File: src/rtl/cmn_val_rdy_queue.sv
// Val/rdy FIFO of p_depth entries of p_nbits each, with count-based full/empty tracking.
// Define CMN_VAL_RDY_QUEUE_BYPASS_EN for a zero-latency pass-through when the queue is empty.
module cmn_val_rdy_queue #(
    parameter int p_nbits = 32,
    parameter int p_depth = 4
) (
    input  logic                         clk,
    input  logic                         reset,
    input  logic                         enq_val,
    output logic                         enq_rdy,
    input  logic [p_nbits-1:0]           enq_msg,
    output logic                         deq_val,
    input  logic                         deq_rdy,
    output logic [p_nbits-1:0]           deq_msg,
    output logic [$clog2(p_depth+1)-1:0] count
);

    localparam int            PW   = $clog2(p_depth);
    localparam int            CW   = $clog2(p_depth + 1);
    localparam logic [CW-1:0] FULL = CW'(p_depth);

    logic [p_nbits-1:0] mem_q [p_depth];
    logic [PW-1:0]      head_q, head_d;
    logic [PW-1:0]      tail_q, tail_d;
    logic [CW-1:0]      count_q, count_d;
    logic               stored_val;
    logic               enq_fire;
    logic               deq_fire;

    assign stored_val = (count_q != '0);
    assign enq_rdy    = (count_q != FULL);
    assign count      = count_q;

`ifdef CMN_VAL_RDY_QUEUE_BYPASS_EN
    logic bypass;
    logic bypass_fire;

    // An empty queue forwards the producer's message; if the consumer takes it, nothing is stored.
    assign bypass      = !stored_val && enq_val;
    assign bypass_fire = bypass && deq_rdy;
    assign deq_val     = stored_val || bypass;
    assign deq_msg     = bypass ? enq_msg : mem_q[head_q];
    assign enq_fire    = enq_val && enq_rdy && !bypass_fire;
`else
    assign deq_val     = stored_val;
    assign deq_msg     = mem_q[head_q];
    assign enq_fire    = enq_val && enq_rdy;
`endif

    // Only stored entries can be dequeued; a bypassed message never touches the pointers.
    assign deq_fire = stored_val && deq_rdy;

    // NOTE: every signal written in always_comb gets a default first, so no latch is inferred.
    always_comb begin
        head_d  = head_q;
        tail_d  = tail_q;
        count_d = count_q;
        if (deq_fire) head_d = head_q + PW'(1);
        if (enq_fire) tail_d = tail_q + PW'(1);
        case ({enq_fire, deq_fire})
            2'b10:   count_d = count_q + CW'(1);
            2'b01:   count_d = count_q - CW'(1);
            default: count_d = count_q;
        endcase
    end

    // NOTE: sequential state uses non-blocking assignments so all registers update together.
    always_ff @(posedge clk or posedge reset) begin
        if (reset) begin
            head_q  <= '0;
            tail_q  <= '0;
            count_q <= '0;
        end else begin
            head_q  <= head_d;
            tail_q  <= tail_d;
            count_q <= count_d;
        end
    end

    // NOTE: storage has no reset; count gates deq_val, so stale contents are never presented as valid.
    always_ff @(posedge clk) begin
        if (enq_fire) mem_q[tail_q] <= enq_msg;
    end

endmodule

File: config.mk
export PLATFORM = sky130hd
export DESIGN_NAME = cmn_val_rdy_queue
export DESIGN_NICKNAME = d
export VERILOG_FILES = /design/src/rtl/cmn_val_rdy_queue.sv
export SDC_FILE = /design/constraint.sdc
export NUM_CORES = 1
export LEC_CHECK = 0
export ABC_CLOCK_PERIOD_IN_PS = 4380
export BUFFER_PORTS_ARGS = -buffer_cell sky130_fd_sc_hd__buf_4
export CAP_MARGIN = 10
export CORE_MARGIN = 2
export CORE_UTILIZATION = 60
export CTS_CLUSTER_SIZE = 12
export DETAILED_ROUTE_END_ITERATION = 10
export HOLD_SLACK_MARGIN = 0.1
export PLACE_DENSITY = 0.81
export SYNTH_ARGS = -nofsm -noshare
export SYNTH_HDL_FRONTEND = slang
export SYNTH_SLANG_ARGS = --single-unit
File: constraint.sdc
create_clock -name clk -period 4.38 [get_ports clk]
set_clock_uncertainty 0.15 [all_clocks]
set_input_delay 1.095 -clock clk [delete_from_list [all_inputs] [get_ports clk]]
set_output_delay 1.095 -clock clk [all_outputs]
set_load 0.03 [all_outputs]
# --- Yosys cells after proc, flatten, opt, wreduce, memory -nomap -nowiden ---
# Memory sizes are Yosys's and may differ from the RTL's.
# Cells that the tools add are included.
word_totals:
  regBits: 7
  ram_bits: 128
  input_bits: 36
  mem_count: 1
classes:
  addsub: 4
  eq_ne: 3
  n_mux: 3
  n_reduce_logical: 4
mem_list:
  columns: ["memory", "depth", "word_bits", "read_ports", "rd_ports_with_merged_regs", "wr", "line_no", "rtl"]
  rows:
  - ["mem_q", 4, 32, 1, 0, 1, "22", "logic [p_nbits-1:0] mem_q [p_depth];"]
op_table:
  columns: ["operator", "count"]
  rows:
  - ["3-bit case mux with 2 select lines", 1]
  - ["2-bit by 1-bit adder with 2-bit output, second input constant", 2]
  - ["3-bit by 1-bit adder with 3-bit output, second input constant", 1]
  - ["3-bit != test, second input constant", 1]
  - ["3-bit nonzero test", 1]
  - ["3-bit by 1-bit subtractor with 3-bit output, second input constant", 1]
  - ["2-bit by 1-bit equality test with 1-bit output, second input constant", 1]
  - ["2-bit equality test, second input constant", 1]
  - ["1-bit logical AND", 2]
  - ["1-bit two-way mux", 2]
  - ["2-bit nonzero test", 1]

# --- Longest topological paths before layout ---
# Gate-level depths: netlist of run 1.
logic_depth:
  word_depth: 4
  depth_mapped: 9
  mapped_depth_nobuf: 9

# --- Least setup slack after synthesis of run 1 ---
# No wires, ideal clock.
synth_timing:
  kind: "register to output"
  start: "register head_q[0]"
  end: "output deq_msg[13]"
  arrival_ns: 1.389
  required_time_ns: 3.135
  path_slack_ns: 1.746
  path_stages_with_launch: 4
  n_path_buf: 2
  cell_sequence: "dfrtp_1 > buf_4 > buf_2 > mux4_2"
synth_between:
  elab_chain_len: 1
synth_lines:
  columns: ["item", "line_no", "rtl"]
  rows:
  - ["from (decl)", "23", "logic [PW-1:0] head_q, head_d;"]
  - ["from (signal assigned)", "70", "head_q <= '0;"]
  - ["from (signal assigned)", "74", "head_q <= head_d;"]
  - ["memory read 4 x 32 bit", null, null]
  - ["to (decl)", "14", "output logic [p_nbits-1:0] deq_msg,"]
# Every way passes these cells.

# --- Worst setup path in the final report of run 1 ---
layout_timing:
  start: "register head_q[0]"
  end: "output deq_msg[20]"
# The elaborated chain is that of the path after synthesis.

==> results of run 1 <==
-- state kept, by name (all words and copies together) (netlist names) --
name    cells
mem_q     128
count       3
head_q      2
tail_q      2
-- synthesized netlist by cell type, drive strengths merged --
library cell and number:
o31a 1, clkbuf 2, xnor2 3, mux4 32
fa 1, inv 7, nor2 1, and3 4
ha 5, xor2 3, buf 6, and2 1
edfxtp 128, nand2 1, or3b 1, dfrtp 7
mux2 1, mux2i 1, or3 1
-- critical path: cells and delay by family (launching register included) --
kind,cells,cell delay (ps)
buf+inv,2,690
flops,1,490
mux,1,600
-- worst min-delay path by stage --
stage / startpoint / endpoint / slack, ps
after floorplan: tail_q[1]$_DFFE_PP0P_ / tail_q[1]$_DFFE_PP0P_ / 380
after global placement: count[2]$_DFFE_PP0P_ / count[2]$_DFFE_PP0P_ / 370
after detailed placement: count[2]$_DFFE_PP0P_ / count[2]$_DFFE_PP0P_ / 370
after CTS: reset / tail_q[0]$_DFFE_PP0P_ / 370
after global routing: reset / tail_q[0]$_DFFE_PP0P_ / 370
final: reset / tail_q[0]$_DFFE_PP0P_ / 370
-- power by group --
group	total (mW)	internal (mW)	leakage [nW]	switching, mW
sequential	1.88	1.72	1.25	0.164
combinational	1.60	0.685	0.705	0.914
clock	1.29	0.753	0.249	0.534
total	4.77	3.16	2.21	1.61
-- final cells by class --
cell class	count	area, µm²
Fill cell	447	1950
Clock buffer	18	418
Timing Repair Buffer	73	548
Sequential cell	135	4020
Tap cell	105	131
Multi-Input combinational cell	56	956
Inverter	7	26.3
Clock inverter	14	129
-- layer usage --
metal,track usage (%),part of all wire [%],vias to the layer above
li1,-,-,1024
met1,26.2,39,1229
met2,35.7,52,104
met3,7.59,6.6,13
met4,10.1,2.2,0
met5,0,0,-
-- placed cells by master (no fill, tap or decap), drive strengths merged --
master / netlist / final
and2: 1 / 1
and3: 4 / 4
buf: 6 / 73
bufinv: 0 / 1
clkbuf: 2 / 18
clkinv: 0 / 6
clkinvlp: 0 / 6
dfrtp: 7 / 7
edfxtp: 128 / 128
fa: 1 / 1
ha: 5 / 5
inv: 7 / 8
mux2: 1 / 1
mux2i: 1 / 1
mux4: 32 / 32
nand2: 1 / 1
nor2: 1 / 1
o31a: 1 / 1
or3: 1 / 1
or3b: 1 / 1
xnor2: 3 / 3
xor2: 3 / 3
-- through the flow --
| stage | instance area (µm²) | power (mW) | util (%) | setup WS, ps | cells |
|---|---|---|---|---|---|
| after detailed placement | 5680 | 3.52 | 69.5 | 1300 | 376 |
| final | 6230 | 4.77 | 76.2 | 829 | 408 |
| after CTS | 6230 | 4.82 | 76.2 | 757 | 408 |
| after global routing | 6230 | 4.97 | 76.2 | 661 | 408 |
| after global placement | 5680 | 3.49 | 69.5 | 1300 | 376 |
| after floorplan | 5040 | 2.98 | - | 1750 | 206 |
-- logic make-up after synthesis --
logic type | after synthesis | synth area share [%]
buffers and inverters | 15 | 1.36
adder cells (fa/ha/maj) | 6 | 1.64
XOR/XNOR | 6 | 1.04
AO/OA/AOI/OAI | 1 | 0.198
multiplexers | 34 | 14.8
AND/OR/NAND/NOR | 9 | 1.29
flip-flops | 135 | 79.7
==> impl_metrics.tcl, run 1 <==
set metrics [dict create \
    status "finished clean" \
    post_cts_buffers 0 \
    final_nets 332 \
    syn2layout_area_growth_pct 23.5 \
    syn_nets 248 \
    p_per_area_nw_per_um2 766 \
    synth_area_per_cell_um2 24.5 \
    diodes 0 \
    hold_viol_final 0 \
    rr_startpoint "count[0]$_DFFE_PP0P_" \
    design.core.area_um2 8180 \
    cp-endpoint "deq_msg[20]" \
    tritoncts "yes" \
    track_usage_pct 21.8 \
    drt_iter0_drc 152 \
    worst_pin_slew_ps 867 \
    routed_wl_um 8850 \
    cap_violations 0 \
    numCtsBuffers 17 \
    grt.overflow.total 0 \
    cp_max_fo 27 \
    grt_pass1_wl_um 13700 \
    grt_max_degree 34 \
    antenna_found_initial 0 \
    ys_seq_area_share_pct 79.7 \
    fmax_mhz 282 \
    ctsResizeCount 0 \
    cts_root_buffer "clkbuf_8" \
    yosys_warnings 0 \
    yosysTopAreaCellShare_pct 76.2 \
    drive_gt1_share_pct 48.5 \
    synth_area_leaders "edfxtp_1 76%, mux4_2 14%, dfrtp_1 3.5%" \
    min_path_type "primary input to async pin" \
    post-route-min-period_ps 3550 \
    wl_per_cell_um 21.7 \
    clk_pin_slew_ps 60 \
    peakVddDrop_v 0.000503 \
    synth_seq_cells 135 \
    dp_hpwl_um 4980 \
    tns_ps 0 \
    numPortBuffers 72 \
    dieArea_um2 9160 \
    leakagePower_nw 2.21 \
    finalSetupViolCount 0 \
    hold_ws_ps 373 \
    die_h_um 95.7 \
    ys_types 20 \
    crit_chain "buf_4 > mux4_2 > buf_4" \
    clockBufferDepth 2 \
    drc 0 \
    detail-route-antenna-nets 0 \
    endpoint_kind "output pin" \
    die_w_um 95.7 \
    num_rows 33 \
    crit_start "head_q[0]$_DFFE_PP0P_" \
    maxSlewViolCount 0 \
    slew_headroom_pct 42.2 \
    rr_endpoint "count[2]$_DFFE_PP0P_" \
    finalCritPeriodShare_pct 81.1 \
    cts_hold_buffers 0 \
    synth_area_leader_cell "edfxtp_1" \
    cp.required_ps 3130 \
    h-tree-depth 4 \
    synth_cells 206 \
    path_class "flop to output pin" \
    io_pins 73 \
    grt_pass1_vias 2586 \
    start_util_pct 61.7 \
    reg2reg_depth 9 \
    rsz0062_at_grt "false" \
    vias 2370 \
    ff2ff_setup_slack_ps 1910 \
    max_stage_delay_ps 600 \
    cp_slowest_cell "mux4_2" \
    critPathMostFrequentCell "buf_4" \
    clk_latency_ps 510 \
    numClockSinks 135 \
    viasPerCell 5.81 \
    synth.cell_area_um2 5040 \
    routabilityCongestion 0.714 \
    dr.pass1.iters 4 \
    worst_setup_path_start_kind "flop" \
    arrival_ps 2310 \
]
Note: power is estimated with default switching activity, not from simulation.
==> run 2: changes to the inputs <==
- ABC_CLOCK_PERIOD_IN_PS: 4380 -> 2900
- CORE_UTILIZATION: 60 -> 51
- PLACE_DENSITY: 0.81 -> 0.73
- clock period: 4.38 -> 2.9 ns (I/O delays scaled with it)
==> run 2 against run 1 <==
Net effect:
- register-to-register slack worse by 1400 ps
- global-route usage is 5.0 points lower
- sequential share of layout area is 2.8 points lower
- sequential power is 46% higher
- combinational power is 64% higher
- cell count is 8.6% higher
- wire length is 4.1% lower
- worst hold slack worse by 110 ps
- sequential cell count stayed put
==> impl_metrics.tcl, run 2 (synthesized netlist as in run 1, its figures left out) <==
set metrics [dict create \
    status "finished clean" \
    placed_area_um2 5840 \
    peakVddDrop_v 0.000605 \
    fin_area_um2 6510 \
    antenna_found_initial 0 \
    maxSlewViolCount 0 \
    fmax_mhz 365 \
    cap_violations 0 \
    grt.overflow.total 0 \
    path_class "flop to output pin" \
    grt_max_degree 25 \
    clk_pin_slew_ps 60 \
    final_common_cell "edfxtp_1" \
    design.core.area_um2 9680 \
    hold_viol_final 0 \
    track_usage_pct 16.8 \
    rsz0062_at_grt "false" \
    routed_wl_um 8480 \
    num_rows 36 \
    arrival_ps 1870 \
    grt_pass1_vias 2440 \
    post-route-min-period_ps 2740 \
    placed_cells 410 \
    dr.pass1.iters 4 \
    die_h_um 103 \
    p_comb_share_pct 33.9 \
    tritoncts "yes" \
    numCtsBuffers 17 \
    finalCritPeriodShare_pct 94.5 \
    detail-route-antenna-nets 0 \
    sw_frac_of_total_pct 31.3 \
    h-tree-depth 4 \
    routabilityCongestion 0.670 \
    dp_hpwl_um 5090 \
    dieArea_um2 10700 \
    cp_max_fo 24 \
    leakagePower_nw 2.34 \
    cts_root_buffer "clkbuf_8" \
    total_power_mw 7.75 \
    tns_ps 0 \
    ctsResizeCount 0 \
    final_nets 339 \
    drive_gt1_share_pct 49.0 \
    vias 2334 \
    diodes 0 \
    final_cell_mix "128 x edfxtp_1, 73 x buf_4, 32 x mux4_2, 16 x clkbuf_16, 7 x inv_1" \
    drc 0 \
    finalSetupViolCount 0 \
    clk_latency_ps 500 \
    slew_headroom_pct 66.7 \
    p_sw_mw 2.43 \
    largest_reg_flops 128 \
    endpoint_kind "output pin" \
    viasPerCell 5.27 \
    post_cts_buffers 0 \
    worst_setup_path_start_kind "flop" \
    seqPwrFrac_pct 35.5 \
    numPortBuffers 72 \
    io_pins 73 \
    die_w_um 103 \
    final_cells 443 \
    grt_pass1_wl_um 12600 \
    worst_pin_slew_ps 500 \
    internal_power_mw 5.32 \
    power.share.clock_pct 30.7 \
    start_util_pct 52.1 \
    p_per_area_nw_per_um2 1190 \
    largest-register "mem_q" \
    drt_iter0_drc 105 \
    syn2layout_area_growth_pct 29.1 \
    cp.required_ps 2030 \
    hold_ws_ps 268 \
    clockBufferDepth 2 \
    numClockSinks 135 \
    wl_per_cell_um 19.1 \
    min_path_type "primary input to flop" \
]
==> run 2: final cells by class <==
cell class                 instances  area, µm²
clock buffer                      19        422
clock inverter                    13        240
fill                             612       3170
inverter                           7       26.3
multi-input combinational         56        956
sequential                       135       4020
tap                              133        166
timing repair buffer              80        678
==> run 2: power groups by stage <==
stage	logic (mW)	clock network (mW)	registers (mW)
2_1_floorplan	1.75	0	2.75
3_3_place_gp	2.66	0	2.76
3_5_place_dp	2.66	0	2.79
4_1_cts	2.67	2.41	2.76
5_1_grt	2.79	2.49	2.79
6_report	2.62	2.37	2.75
==> run 2: path summary, 6_finish.rpt <==
| kind | from | slack, ps | cells past startpoint | end |
|---|---|---|---|---|
| worst max-delay path | head_q[0]$_DFFE_PP0P_ | 160 | 3 | deq_msg[4] |
| worst min-delay path | enq_msg[17] | 270 | 1 | mem_q[2][17]$_DFFE_PP_ |
| worst max register to register | count[0]$_DFFE_PP0P_ | 510 | 9 | count[2]$_DFFE_PP0P_ |
| worst min register to register | count[2]$_DFFE_PP0P_ | 400 | 1 | count[2]$_DFFE_PP0P_ |
| max in group asynchronous | reset | 1800 | 3 | head_q[1]$_DFFE_PP0P_ |
| min in group asynchronous | reset | 560 | 3 | count[0]$_DFFE_PP0P_ |
==> run 2: stage by stage <==
step | util [%] | setup slack (ps)
2_1_floorplan | - | 428
3_3_place_gp | 60.3 | 593
3_5_place_dp | 60.3 | 502
4_1_cts | 67.2 | 119
5_1_grt | 67.2 | 79.8
6_report | 67.2 | 159
==> run 2: what timing repair did <==
item | 4_1_cts | 5_1_grt
setup endpoints to repair | 0 | 0
hold endpoints to repair | 7 | 0
hold buffers | 1 | 0
==> run 2: metal layers <==
metal / global-route usage [%] / wire length [µm] / vias to the layer above
met5: 0 / 0 / -
met4: 6.98 / 123 / 0
met3: 5.85 / 418 / 11
met2: 26.6 / 4300 / 73
met1: 21.4 / 3640 / 1204
li1: - / - / 1046
==> run 2: worst max-delay path, stage by stage, from the launching register on <==
cell and delay (ps):
dfrtp_2 380, buf_12 220, mux4_2 560, buf_4 190
==> run 3: changes to the inputs <==
- ABC_AREA: default -> 1
- CORE_UTILIZATION: 51 -> 52
- PLACE_DENSITY: 0.73 -> 0.74
==> run 3 against run 2 <==
Net effect:
- sequential share of layout area is 3.4 points lower
- area after synthesis is 11% higher
- cell area rose by 5.8%
- core utilization decreased by 0.78 points
- combinational power is 20% higher
- register-to-register slack about the same
==> impl_metrics.tcl, run 3 <==
set metrics [dict create \
    status "finished clean" \
    syn2layout_area_growth_pct 23.5 \
    min_path_cells 1 \
    cp.required_ps 2030 \
    drc 0 \
    worst_pin_slew_ps 492 \
    min_path_type "primary input to flop" \
    numClockSinks 135 \
    nFillCells 749 \
    wl_met2_um 5100 \
    fmax_mhz 371 \
    reg2reg_depth 10 \
    cts_root_buffer "clkbuf_8" \
    track_usage_pct 18.7 \
    worst_setup_path_start_kind "flop" \
    diodes 0 \
    fin_area_um2 6890 \
    yosys_warnings 0 \
    numCtsBuffers 17 \
    synth_commonest_cells "128 x edfxtp_1, 113 x nand2_1, 80 x inv_1" \
    drt-met1-wl_um 4270 \
    synth.cell_area_um2 5580 \
    synth_top_flop_cell "edfxtp_1" \
    h-tree-depth 4 \
    ys_seq_area_share_pct 72.0 \
    drive_gt1_share_pct 22.0 \
    worst-path-buf-inv 3 \
    cp_max_fo 76 \
    placed_area_um2 6260 \
    num_rows 37 \
    grt.overflow.total 0 \
    wl_met3_um 538 \
    largest-register "mem_q" \
    finalSetupViolCount 0 \
    yosysTopAreaCellShare_pct 68.9 \
    io_pins 73 \
    tns_ps 0 \
    grt_max_degree 77 \
    final_common_cell "edfxtp_1" \
    max_stage_delay_ps 400 \
    p_per_area_nw_per_um2 1170 \
    detail-route-antenna-nets 0 \
    numPortBuffers 72 \
    rsz0062_at_grt "false" \
    clk_latency_ps 510 \
    dp_hpwl_um 5950 \
    dieArea_um2 11600 \
    hold_ws_ps 254 \
    grt_pass1_wl_um 16000 \
    path_class "flop to output pin" \
    final_cell_mix "128 x edfxtp_1, 113 x nand2_1, 80 x inv_1, 75 x buf_4, 64 x o211ai_1" \
    synth_area_leaders "edfxtp_1 69%, o211ai_1 8.6%, nand2_1 7.6%" \
    crit_chain "clkinv_2 > buf_12 > nand2_1 > o211ai_1 > nand2_1 > buf_4" \
    maxSlewViolCount 0 \
    endpoint_kind "output pin" \
    final_cells 663 \
    cp_slowest_cell "dfrtp_1" \
    placed_cells 630 \
    ys_types 17 \
    peakVddDrop_v 0.000711 \
    hold_viol_final 0 \
    leakagePower_nw 2.86 \
    syn_nets 476 \
    ys_async_sr_fraction_pct 5.19 \
    yosysMostFrequentCell "edfxtp_1" \
    clk_pin_slew_ps 60 \
    final_nets 556 \
    viasPerCell 5.03 \
    crit_family "buffers and inverters" \
    synth_area_per_cell_um2 12.9 \
    synth_cells 434 \
    die_w_um 108 \
    design.core.area_um2 10400 \
    finalCritPeriodShare_pct 92.9 \
    antenna_found_initial 0 \
    wl_per_cell_um 15.1 \
    grt_pass1_vias 3252 \
    cap_violations 0 \
    largest_reg_flops 128 \
    synth_seq_cells 135 \
    slew_headroom_pct 67.1 \
    ctsResizeCount 0 \
    synth_area_leader_cell "edfxtp_1" \
    start_util_pct 53.8 \
    routed.top_layer "met4" \
    routabilityCongestion 0.749 \
    critPathMostFrequentCell "nand2_1" \
    routed_wl_um 10000 \
    post-route-min-period_ps 2690 \
    clockBufferDepth 2 \
    cp_num_cells 6 \
    dr.pass1.iters 4 \
    tritoncts "yes" \
    die_h_um 108 \
    vias 3334 \
    fin_util_pct 66.4 \
    drt_iter0_drc 242 \
    synth_edf_count 128 \
    arrival_ps 1820 \
]
## run 3: cell types whose count changed in the layout (fill, tap and decap cells not counted), moves of 3 or more
cell      before  now
inv_1          7   80
nor2_4         0    4
nand3_1        0    7
o211ai_1       0   64
mux4_2        32    0
xor2_1         3    0
and3_2         4    0
nand2_1        1  113
## run 3: per-stage QoR
stage / setup slack, ps / power (mW)
2_1_floorplan: -279 / 4.92
3_5_place_dp: 423 / 5.88
3_3_place_gp: 474 / 5.81
6_report: 206 / 8.04
4_1_cts: 174 / 8.10
5_1_grt: 78.7 / 8.47
## run 3: report_power, final
part           internal (mW)  leakage (nW)  total [mW]  switching (mW)
logic                   1.05          1.30        3.14            2.09
registers               2.57          1.26        2.69           0.116
clock network           1.41         0.298        2.21           0.798
## run 3: worst reg2reg max path, cell delays in order, from the launching register on
cell and delay [ps]:
dfrtp_1 410, inv_1 140, nand3_1 160, nand2_1 420
ha_1 270, inv_1 70, fa_1 380, nand2_1 100
nand3_1 80, nand2_1 70, nand2_1 50
## run 3: area by class of cell
cell class	count	area [µm²]	share of cell area, %
well taps	136	170	2.47
inverters	81	305	4.43
clock buffers	19	422	6.12
clock inverters	13	194	2.81
flip-flops and latches	135	4020	58.3
multi-input cells	197	1090	15.8
repair buffers	82	693	10.1
## run 3: routing by layer
layer | vias up | track usage (%)
li1 | 1658 | -
met1 | 1591 | 23.5
met2 | 78 | 31.2
met3 | 7 | 4.54
met4 | 0 | 7.69
met5 | - | 0
## run 3: what timing repair did
action | 4_1_cts | 5_1_grt
endpoints found under the hold margin | 7 | 0
hold buffers | 1 | 0
setup buffers | 0 | 0
## run 3: final timing paths
path	start	slack, ps	to
min in group asynchronous	reset	560	count[0]$_DFFE_PP0P_
worst max register to register	count[0]$_DFFE_PP0P_	510	count[2]$_DFFE_PP0P_
worst max-delay path	head_q[0]$_DFFE_PP0P_	210	deq_msg[20]
max in group asynchronous	reset	1810	tail_q[0]$_DFFE_PP0P_
worst min register to register	count[0]$_DFFE_PP0P_	360	count[0]$_DFFE_PP0P_
worst min-delay path	enq_msg[24]	250	mem_q[0][24]$_DFFE_PP_
## run 3: logic make-up after synthesis
| family | synth area share, % |
|---|---|
| buffers and inverters | 9.04 |
| xor gates and xnor gates | 0.157 |
| AOI/OAI and AO/OA | 8.70 |
| and+or+nand+nor | 8.61 |
| DFF | 72.0 |
| adders and majority gates | 1.48 |
